`config.mk`:
```
export PLATFORM = sky130hd
export DESIGN_NAME = joybus_tx_flat
export DESIGN_NICKNAME = d
export VERILOG_FILES = /design/src/rtl/joybus_tx_if.sv /design/src/rtl/joybus_tx.sv /design/src/flat_wrapper.sv
export SDC_FILE = /design/constraint.sdc
export NUM_CORES = 1
export LEC_CHECK = 0
export CELL_PAD_IN_SITES_DETAIL_PLACEMENT = 0
export CELL_PAD_IN_SITES_GLOBAL_PLACEMENT = 1
export CORE_ASPECT_RATIO = 1.2
export CORE_MARGIN = 10
export CORE_UTILIZATION = 39
export CTS_BUF_LIST = sky130_fd_sc_hd__clkbuf_8
export DETAILED_ROUTE_END_ITERATION = 10
export GPL_TIMING_DRIVEN = 0
export HOLD_SLACK_MARGIN = 0.02
export MAX_ROUTING_LAYER = met4
export PLACE_DENSITY_LB_ADDON = 0.08
export REMOVE_ABC_BUFFERS = 1
export SKIP_CTS_REPAIR_TIMING = 1
export SYNTH_ARGS = -nofsm -noshare
export SYNTH_HDL_FRONTEND = slang
export SYNTH_SLANG_ARGS = --single-unit
```
`constraint.sdc`:
```
create_clock -name clk -period 3.3 [get_ports clk]
set_clock_uncertainty 0.15 [all_clocks]
set_input_delay 0.495 -clock clk [delete_from_list [all_inputs] [get_ports clk]]
set_output_delay 0.495 -clock clk [all_outputs]
set_load 0.02 [all_outputs]
```
`src/rtl/joybus_tx_if.sv`:
```
// Joybus transmitter request/status bundle: frame request from the
// sequencer, open-drain pull-low enable and busy/done status back.
interface joybus_tx_if;
  logic        tx_start;
  logic [63:0] tx_data;
  logic [6:0]  tx_nbits;
  logic        tx_stop_dev;
  logic        jb_drive_low;
  logic        tx_busy;
  logic        tx_done;

  modport master (
    output tx_start, tx_data, tx_nbits, tx_stop_dev,
    input  jb_drive_low, tx_busy, tx_done
  );

  modport slave (
    input  tx_start, tx_data, tx_nbits, tx_stop_dev,
    output jb_drive_low, tx_busy, tx_done
  );
endinterface

```
`src/rtl/joybus_tx.sv`:
```
// Joybus frame serialiser: MSB-first pulse-width bits plus a console- or
// device-length stop bit, emitted as a registered open-drain pull-low enable.
module joybus_tx #(
  parameter int CLKS_PER_US = 100
) (
  input  logic        clk,
  input  logic        rst,
  joybus_tx_if.slave  bus
);

  localparam int T    = 4 * CLKS_PER_US;
  localparam int PH_W = (T > 1) ? $clog2(T) : 1;

  // Phase lengths are loaded minus one; the counter expires at zero.
  localparam logic [PH_W-1:0] LOW1_M1  = PH_W'(CLKS_PER_US - 1);
  localparam logic [PH_W-1:0] LOW0_M1  = PH_W'(3 * CLKS_PER_US - 1);
  localparam logic [PH_W-1:0] HIGH1_M1 = PH_W'(3 * CLKS_PER_US - 1);
  localparam logic [PH_W-1:0] HIGH0_M1 = PH_W'(CLKS_PER_US - 1);
  localparam logic [PH_W-1:0] STOPC_M1 = PH_W'(CLKS_PER_US - 1);
  localparam logic [PH_W-1:0] STOPD_M1 = PH_W'(2 * CLKS_PER_US - 1);

  typedef enum logic [2:0] {
    IDLE, BIT_LOW, BIT_HIGH, STOP_LOW, DONE
  } state_t;

  state_t            state;
  logic [PH_W-1:0]   cnt;
  logic [6:0]        nbits_q;
  logic              stop_dev_q;
  logic [63:0]       shreg;
  logic              accept;
  logic              shift_en;

  function automatic logic [6:0] sat_nbits(input logic [6:0] n);
    return (n > 7'd64) ? 7'd64 : n;
  endfunction

  function automatic logic [PH_W-1:0] low_m1(input logic b);
    return b ? LOW1_M1 : LOW0_M1;
  endfunction

  function automatic logic [PH_W-1:0] high_m1(input logic b);
    return b ? HIGH1_M1 : HIGH0_M1;
  endfunction

  function automatic logic [PH_W-1:0] stop_m1(input logic dev);
    return dev ? STOPD_M1 : STOPC_M1;
  endfunction

  assign accept   = (state == IDLE) && bus.tx_start && !bus.tx_busy;
  assign shift_en = (state == BIT_HIGH) && (cnt == '0);

  // Frame shadow is pure data: no reset, only loaded on accept and shifted per bit.
  always_ff @(posedge clk) begin
    if (accept)
      shreg <= bus.tx_data;
    else if (shift_en)
      shreg <= {shreg[62:0], 1'b0};
  end

  always_ff @(posedge clk or posedge rst) begin
    if (rst) begin
      state            <= IDLE;
      cnt              <= '0;
      nbits_q          <= '0;
      stop_dev_q       <= 1'b0;
      bus.jb_drive_low <= 1'b0;
      bus.tx_busy      <= 1'b0;
      bus.tx_done      <= 1'b0;
    end else begin
      bus.tx_done <= 1'b0;
      case (state)
        IDLE: begin
          if (accept) begin
            bus.tx_busy      <= 1'b1;
            bus.jb_drive_low <= 1'b1;
            stop_dev_q       <= bus.tx_stop_dev;
            nbits_q          <= sat_nbits(bus.tx_nbits);
            if (sat_nbits(bus.tx_nbits) == 7'd0) begin
              state <= STOP_LOW;
              cnt   <= stop_m1(bus.tx_stop_dev);
            end else begin
              state <= BIT_LOW;
              cnt   <= low_m1(bus.tx_data[63]);
            end
          end
        end
        BIT_LOW: begin
          if (cnt == '0) begin
            state            <= BIT_HIGH;
            bus.jb_drive_low <= 1'b0;
            cnt              <= high_m1(shreg[63]);
          end else begin
            cnt <= cnt - 1'b1;
          end
        end
        BIT_HIGH: begin
          if (cnt == '0) begin
            nbits_q          <= nbits_q - 7'd1;
            bus.jb_drive_low <= 1'b1;
            if (nbits_q == 7'd1) begin
              state <= STOP_LOW;
              cnt   <= stop_m1(stop_dev_q);
            end else begin
              // Next bit is shreg[62]: the shift lands on this same edge.
              state <= BIT_LOW;
              cnt   <= low_m1(shreg[62]);
            end
          end else begin
            cnt <= cnt - 1'b1;
          end
        end
        STOP_LOW: begin
          if (cnt == '0) begin
            state            <= DONE;
            bus.jb_drive_low <= 1'b0;
            bus.tx_busy      <= 1'b0;
            bus.tx_done      <= 1'b1;
          end else begin
            cnt <= cnt - 1'b1;
          end
        end
        DONE: begin
          state <= IDLE;
        end
        default: begin
          state            <= IDLE;
          bus.jb_drive_low <= 1'b0;
          bus.tx_busy      <= 1'b0;
        end
      endcase
    end
  end

endmodule

```
`src/flat_wrapper.sv`:
```
// flat-port wrapper written by rule: the top's interface ports become plain ports
module joybus_tx_flat 
#(
  parameter int CLKS_PER_US = 100
)
  (clk, rst, bus_tx_start, bus_tx_data, bus_tx_nbits, bus_tx_stop_dev, bus_jb_drive_low, bus_tx_busy, bus_tx_done);
  joybus_tx_if bus_i ();
  input  logic clk;
  input  logic rst;
  input wire logic [$bits(bus_i.tx_start)-1:0] bus_tx_start;
  input wire logic [$bits(bus_i.tx_data)-1:0] bus_tx_data;
  input wire logic [$bits(bus_i.tx_nbits)-1:0] bus_tx_nbits;
  input wire logic [$bits(bus_i.tx_stop_dev)-1:0] bus_tx_stop_dev;
  output wire logic [$bits(bus_i.jb_drive_low)-1:0] bus_jb_drive_low;
  output wire logic [$bits(bus_i.tx_busy)-1:0] bus_tx_busy;
  output wire logic [$bits(bus_i.tx_done)-1:0] bus_tx_done;
  assign bus_i.tx_start = bus_tx_start;
  assign bus_i.tx_data = bus_tx_data;
  assign bus_i.tx_nbits = bus_tx_nbits;
  assign bus_i.tx_stop_dev = bus_tx_stop_dev;
  assign bus_jb_drive_low = bus_i.jb_drive_low;
  assign bus_tx_busy = bus_i.tx_busy;
  assign bus_tx_done = bus_i.tx_done;
  joybus_tx #(.CLKS_PER_US(CLKS_PER_US)) u_core (.clk(clk), .rst(rst), .bus(bus_i));
endmodule
```
* After elaboration in Yosys (flattened, before gate mapping) *
Cells that the tools add are included.

storage, ports and cells
  register bits after elaboration = 87
  input bits = 75
  output and inout bits = 3

cells by class
  $add $sub $neg = 2
  order comparisons = 1
  equal/unequal tests = 11
  multiplexer cells = 32
  bitwise operators = 2
  reductions and logical operators = 18

operator list
  kind                                                                   number
  64-bit 2-to-1 mux                                                      2
  9-bit 2-to-1 mux                                                       9
  9-bit one-hot mux with 4 select lines                                  1
  7-bit 2-to-1 mux                                                       3
  8-bit 2-to-1 mux                                                       2
  7-bit one-hot mux with 2 select lines                                  1
  3-bit 2-to-1 mux                                                       4
  3-bit one-hot mux with 4 select lines                                  1
  9-bit logical NOT                                                      1
  3-bit AND reduction                                                    3
  9-bit by 1-bit subtractor with 9-bit output, second input constant     1
  2-bit by 1-bit != test with 1-bit output, second input constant        4
  4-bit AND reduction                                                    2
  7-bit by 1-bit equality test with 1-bit output, second input constant  1
  7-bit greater-than comparator, second input constant                   1
  7-bit logical NOT                                                      1
  7-bit by 1-bit subtractor with 7-bit output, second input constant     1
  3-bit by 2-bit equality test with 1-bit output, second input constant  2
  1-bit 2-to-1 mux                                                       5
  2-bit 2-to-1 mux                                                       2
  2-bit != test, second input constant                                   2
  1-bit one-hot mux with 4 select lines                                  1
  2-bit nonzero test                                                     2
  4-bit nonzero test                                                     1
  other kinds (10)                                                       13

* Longest topological paths before layout *
Gate-level depths: netlist (run 1).

  depth after elaboration = 6
  depth in mapped cells = 9
  mapped depth without buffers = 8

* Worst setup path after synthesis (run 1) *
Ideal clock, no wire load.

  kind = register -> register
  from = register u_core.cnt[0]
  to = register u_core.nbits_q[2]
  arrival = 3.272 ns
  path slack = -0.203 ns
  cell stages (with the launch flop) = 10
  cells stage by stage = dfrtp_1 -> inv_1 -> ha_1 -> or3b_2 -> buf_6 -> nor3_4 -> a21oi_2 -> inv_1 -> o21ai_0 -> a21oi_1

on the way
  longest elaborated chain between the ends = 3

RTL lines
  element                        line             source
  from (decl)                    joybus_tx.sv:27  logic [PH_W-1:0] cnt;
  from (signal assigned)         joybus_tx.sv:81  cnt <= stop_m1(bus.tx_stop_dev);
  from (signal assigned)         joybus_tx.sv:84  cnt <= low_m1(bus.tx_data[63]);
  from (signal assigned)         joybus_tx.sv:92  cnt <= high_m1(shreg[63]);
  9-bit logical NOT              joybus_tx.sv:98  if (cnt == '0) begin
  2-bit != test (no line)        -
  3-bit AND reduction (no line)  -
  to (signal assigned)           joybus_tx.sv:78  nbits_q <= sat_nbits(bus.tx_nbits);
  to (signal assigned)           joybus_tx.sv:99  nbits_q <= nbits_q - 7'd1;
  to (decl)                      joybus_tx.sv:28  logic [6:0] nbits_q;

No other way between the ends.
A chain may end at the register's enable or synchronous reset.

* Worst setup path after layout (run 1) *
  from = register u_core.cnt[0]
  to = register u_core.shreg[57], enable pin

on the way
  longest elaborated chain between the ends = 3

RTL lines
  element                       line             source
  9-bit logical NOT             joybus_tx.sv:51  assign shift_en = (state == BIT_HIGH) && (cnt == '0);
  1-bit logical AND             joybus_tx.sv:51
  2-bit nonzero test (no line)  -
  to (signal assigned)          joybus_tx.sv:56  shreg <= bus.tx_data;
  to (signal assigned)          joybus_tx.sv:58  shreg <= {shreg[62:0], 1'b0};
  to (decl)                     joybus_tx.sv:30  logic [63:0] shreg;

No other way between the ends.

==> results.yml, run 1 <==
synth:
  synthFlopType: "edfxtp_1"
  syn_area_per_cell_sq_um: 13.5
  postSynthCellCount: 308
  synth-seq-cells: 87
  yosysWarnings: 0
  synth_area_sq_um: 4150
  ys_types: 56
  seq_area_frac_synth_pct: 60.2
  async_flop_share_pct: 26.4
  synth_edf_count: 64
timing:
  fin_crit_sh_pct: 90.4
  clock.fmax_mhz: 335
  slew_headroom_pct: 38.6
  maxSlewViolCount: 0
  rsz0062_at_grt: "false"
  setup_violations: 0
  post-route-min-period_ns: 2.98
  hold_ws_ns: 0.378
  hold_viol_final: 0
  tightest_slew_ns: 0.920
worst_setup_path:
  path_cells: "inv_1 > ha_1 > or3b_2 > nor3_4 > a21oi_2 > inv_6 > buf_12"
  critPathMaxStageDelay_ns: 0.57
  critPathKind: "reg -> reg"
  worstSetupStartpointType: "flip-flop"
  worstPathArrival_ns: 2.89
  regToRegSetupSlack_ns: 0.32
  startpoint: "u_core.cnt[0]"
  critPathMaxFanout: 40
  critPathBufInv: 3
  crit_required_ns: 3.21
  cp_top_family: "simple AND/OR/NAND/NOR gates"
  worst_r2r_startpoint: "u_core.cnt[0]"
  critPathCaptureType: "flip-flop"
  cp_slowest_cell: "or3b_2"
global_routing:
  grt_pass1_vias: 2951
  grt_pass1_wl_mm: 14.8
  grt_max_degree: 41
  antenna_found_initial: 0
  grt.met3_usage_pct: 4.07
  grt-ovfl-total: 0
  grtUsageMet1_pct: 14.9
  grt_util_all_layers_pct: 12.5
  grtUsageMet2_pct: 19.3
  busiest_layer: "met2"
placed_design:
  port_buffers: 77
  hpwl_mm: 6.51
  place_congestion: 0.806
  dpl_cell_area_sq_um: 5120
detailed_routing:
  dr.first_iter.drc_count: 158
  routed-via-count: 2712
  first_pass_iters: 4
  drc: 0
  drt_wl_total_mm: 8.88
  drtAntennaViolNets: 0
  avgRoutedWirePerCell_um: 17.1
  vias_per_cell: 5.22
die:
  core_sq_um: 10500
  die_y_um: 133
  floorplan.initialDensity_pct: 39.7
  io_pins: 78
  die_area_sq_um: 15200
  die_w_um: 114
  placementRows: 41
hold_path:
  worstHoldStart: "u_core.bus.jb_drive_low"
  hp-class: "reg -> reg"
clock_network:
  cts.sinks: 87
  clockRootBuffer: "clkbuf_8"
  cts_tree: "done"
  clk_latency_ns: 0.36
  cts_htree_levels: 3
  clk_pin_slew_ns: 0.09
  cts_buffers: 9
  cts_buffer_depth: 2
final_layout:
  multi_input_area_sq_um: 1550
  antenna_cells: 0
  area_growth_pct: 28.2
  seqCellArea_sq_um: 2500
  design_area_sq_um: 5320
  fillerInstances: 947
  drive_above_1_share_pct: 24.6
  final_nets: 464
power:
  p_per_area_nw_per_um2: 382
  leakagePower_nw: 1.84
  peakVddDrop_mv: 0.238
status:
  status: "completed"
flow_run:
  maxCapViolCount: 0
## area by class of cell
class,instances,share of cell area [%]
Sequential cell,87,46.9
Inverter,11,0.870
Tap cell,129,3.03
Clock buffer,9,2.33
Multi-Input combinational cell,196,29.0
Timing Repair Buffer,81,16.4
Clock inverter,7,1.36
## path summary, 6_finish.rpt
kind	to	cells past startpoint
min in group asynchronous	u_core.nbits_q[5]	2
setup / recovery	u_core.shreg[57]	7
hold reg to reg	u_core.bus.jb_drive_low	1
max in group asynchronous	u_core.cnt[6]	2
setup reg to reg	u_core.shreg[57]	7
hold / removal	u_core.bus.jb_drive_low	1
## cell usage after synthesis (all sizes together), types with 4 or more instances
library cell | count | area (sq um)
a21oi | 14 | 73.8
buf | 11 | 61.3
dfrtp | 23 | 576
edfxtp | 64 | 1920
inv | 11 | 41.3
mux2 | 64 | 721
nand2 | 11 | 41.3
nor2 | 18 | 67.6
nor3 | 10 | 66.3
nor4 | 4 | 25.0
o21ai | 19 | 95.1
## layout by cell type, fill, tap and decap left out, types with 3 or more instances in the layout
cell type	netlist	routed
nand2_1	11	11
nor2_1	18	18
buf_16	0	3
clkbuf_8	0	9
dfrtp_1	23	23
edfxtp_1	64	64
a31oi_1	3	3
o21ai_0	18	18
inv_1	11	10
nand3_1	3	3
nand4_1	3	3
clkdlybuf4s50_1	0	77
nor3_1	8	8
mux2_2	64	64
o21a_1	3	3
nor4_1	4	4
a21oi_1	13	13
ha_1	3	3
## through the flow
stage | worst slack [ns] | TNS (ns) | std cells | total power [W] | util (%)
after global placement | -4.96 | -494.66 | 500 | 0.00131 | 47.9
after detailed placement | -0.0287 | -0.751 | 504 | 0.00131 | 48.9
after CTS | -0.0277 | -0.669 | 520 | 0.00206 | 50.8
after global routing | 0.110 | 0 | 520 | 0.00212 | 50.8
final | 0.318 | 0 | 520 | 0.00203 | 50.8
after floorplan | -2.53 | -232.70 | 294 | 0.00121 | -
## layer usage
layer	vias to the layer above	part of all wire, %	wire length, um
met5	-	0	0
met1	1313	44	3890
met2	54	50	4410
li1	1336	-	-
met4	0	1.1	96
met3	9	5.4	475
## kinds of logic (layout without fill, tap and decap cells)
family / Yosys count / count (layout) / synth area share [%]
DFF: 87 / 87 / 60.2
adders and majority gates: 4 / 4 / 1.18
AOI/OAI and AO/OA: 62 / 62 / 9.65
and+or+nand+nor: 65 / 65 / 8.65
buffers and inverters: 25 / 108 / 2.74
muxes: 65 / 65 / 17.6
## worst reg2reg max path, delay by kind of cell (launching register included)
family / cells / cell delay [ns]
adders and majority gates: 1 / 0.20
buffers and inverters: 3 / 0.70
AOI/OAI and AO/OA: 1 / 0.27
DFF: 1 / 0.43
and+or+nand+nor: 2 / 0.93
## power by group
part	leakage (nW)	internal (W)	switching [W]
clock network	0.0956	0.000351	0.000395
registers	0.871	0.00116	0.00000398
logic	0.874	0.0000840	0.0000315
## registers in the layout, indices dropped and copies added (netlist names)
name / cells
u_core.nbits_q: 7
u_core.shreg: 64
u_core.stop_dev_q: 1
u_core.cnt: 9
u_core.bus.tx_done: 1
u_core.bus.tx_busy: 1
u_core.state: 3
u_core.bus.jb_drive_low: 1
(Power assumes the default switching activity.)
==> run 2, diff against run 1 <==
--- a/config.mk
+++ b/config.mk
@@ -5,6 +5,7 @@
 export SDC_FILE = /design/constraint.sdc
 export NUM_CORES = 1
 export LEC_CHECK = 0
+export CAP_MARGIN = 20
 export CELL_PAD_IN_SITES_DETAIL_PLACEMENT = 0
 export CELL_PAD_IN_SITES_GLOBAL_PLACEMENT = 1
 export CORE_ASPECT_RATIO = 1.2
@@ -18,6 +19,7 @@
 export PLACE_DENSITY_LB_ADDON = 0.08
 export REMOVE_ABC_BUFFERS = 1
 export SKIP_CTS_REPAIR_TIMING = 1
+export SKIP_LAST_GASP = 1
 export SYNTH_ARGS = -nofsm -noshare
 export SYNTH_HDL_FRONTEND = slang
 export SYNTH_SLANG_ARGS = --single-unit
==> run 2 against run 1 <==
  * Sequential power about the same
  * Critical endpoint unchanged
  * Global-route usage unchanged
  * Combinational power increased by 4%
  * Via count increased by 0.29%
  * Setup slack improved by 0.0040 ns
  * Die area unchanged
  * First-iteration DRC count unchanged
  * Sequential cell count unchanged
  * Final cell count increased by 0.19%
  * Routed wire length increased by 0.54%
==> results.yml, run 2 (same netlist as run 1, synthesis figures left out) <==
global_routing:
  grtUsageMet2_pct: 19.3
  grtUsageMet1_pct: 14.9
  grt.met3_usage_pct: 4.07
  grt_pass1_vias: 2951
  antenna_found_initial: 0
  grt-ovfl-total: 0
  grt_util_all_layers_pct: 12.5
  grt_max_degree: 41
  grt_pass1_wl_mm: 14.8
  busiest_layer: "met2"
detailed_routing:
  routed-via-count: 2720
  dr.first_iter.drc_count: 158
  vias_per_cell: 5.22
  first_pass_iters: 4
  drc: 0
  drtAntennaViolNets: 0
  avgRoutedWirePerCell_um: 17.1
  drt_wl_total_mm: 8.92
clock_network:
  cts_buffers: 9
  cts_buffer_depth: 2
  cts_tree: "done"
  clockRootBuffer: "clkbuf_8"
  clk_latency_ns: 0.35
  cts_htree_levels: 3
  cts.sinks: 87
  clk_pin_slew_ns: 0.09
die:
  core_sq_um: 10500
  die_area_sq_um: 15200
  floorplan.initialDensity_pct: 39.7
  io_pins: 78
  placementRows: 41
  die_y_um: 133
  die_w_um: 114
placed_design:
  hpwl_mm: 6.51
  port_buffers: 77
  dp_worst_setup_slack_ns: -0.0287
  dpl_cell_area_sq_um: 5120
  place_congestion: 0.806
worst_setup_path:
  reg2regPathDepth: 7
  regToRegSetupSlack_ns: 0.32
  critPathKind: "reg -> reg"
  startpoint: "u_core.cnt[0]"
  critPathMaxFanout: 40
  worstPathArrival_ns: 2.89
  critPathCapture: "u_core.shreg[57]"
  worst_r2r_startpoint: "u_core.cnt[0]"
  worstSetupStartpointType: "flip-flop"
  crit_required_ns: 3.21
  critPathCaptureType: "flip-flop"
  r2r_end: "u_core.shreg[57]"
timing:
  setup_violations: 0
  setup_slack_ns: 0.322
  rsz0062_at_grt: "false"
  clock.fmax_mhz: 336
  hold_ws_ns: 0.228
  tightest_slew_ns: 0.803
  setup-tns-final_ns: 0
  maxSlewViolCount: 0
  fin_crit_sh_pct: 90.2
  hold_viol_final: 0
  post-route-min-period_ns: 2.98
  slew_headroom_pct: 46.1
hold_path:
  hp-class: "in -> async"
final_layout:
  drive_above_1_share_pct: 24.7
  layout_common_cells: "clkdlybuf4s50_1 (77), mux2_2 (64), edfxtp_1 (64)"
  seqCellArea_sq_um: 2500
  final_nets: 465
  fillerInstances: 945
  multi_input_area_sq_um: 1550
  reg_top3: "u_core.shreg x64, u_core.cnt x9, u_core.nbits_q x7"
  antenna_cells: 0
  final_common_cell: "clkdlybuf4s50_1"
  largest_register_ffs: 64
  area_growth_pct: 28.9
  regMostFlops: "u_core.shreg"
  design_area_sq_um: 5350
power:
  leakagePower_nw: 1.85
  peakVddDrop_mv: 0.238
  power_w: 0.00204
  p_per_area_nw_per_um2: 381
flow_run:
  maxCapViolCount: 0
status:
  status: "completed"
run 2: cell types whose count changed in the layout (fill, tap and decap cells not counted), sizes merged:
cell / change
buf: +1
run 2: stage by stage:
stage / utilization (%) / instances
floorplan: - / 294
global placement: 47.9 / 500
detailed placement: 48.9 / 504
CTS: 50.8 / 520
global route: 51.1 / 521
finish: 51.1 / 521
run 2: worst min-delay path by stage:
stage                                   end  slack [ns]
floorplan                 u_core.nbits_q[6]        0.33
global placement    u_core.bus.jb_drive_low        0.36
detailed placement  u_core.bus.jb_drive_low        0.36
global route              u_core.nbits_q[5]        0.23
CTS                 u_core.bus.jb_drive_low        0.38
finish                    u_core.nbits_q[5]        0.23
run 2: power by group:
| group | total, W | leakage, nW | switching, W | internal (W) |
|---|---|---|---|---|
| Clock | 0.000749 | 0.0956 | 0.000398 | 0.000351 |
| Sequential | 0.00117 | 0.871 | 0.00000400 | 0.00116 |
| Combinational | 0.000120 | 0.886 | 0.0000324 | 0.0000873 |
run 2: critical path: stages (launching register included):
cell and delay [ns]:
dfrtp_1 0.43, inv_1 0.07, ha_1 0.20, or3b_2 0.56
nor3_4 0.36, a21oi_2 0.27, inv_6 0.37, buf_12 0.24
run 2: area by class of cell:
class	instances	area share, %
multi-input cells	196	28.9
clock buffers	9	2.32
flip-flops and latches	87	46.7
well taps	129	3.02
clock inverters	7	1.36
repair buffers	82	16.8
inverters	11	0.866
run 2: metal layers:
layer | wire length, um | vias to the layer above
met4 | 88 | 0
met1 | 3930 | 1322
li1 | - | 1339
met2 | 4440 | 51
met3 | 466 | 8
met5 | 0 | -
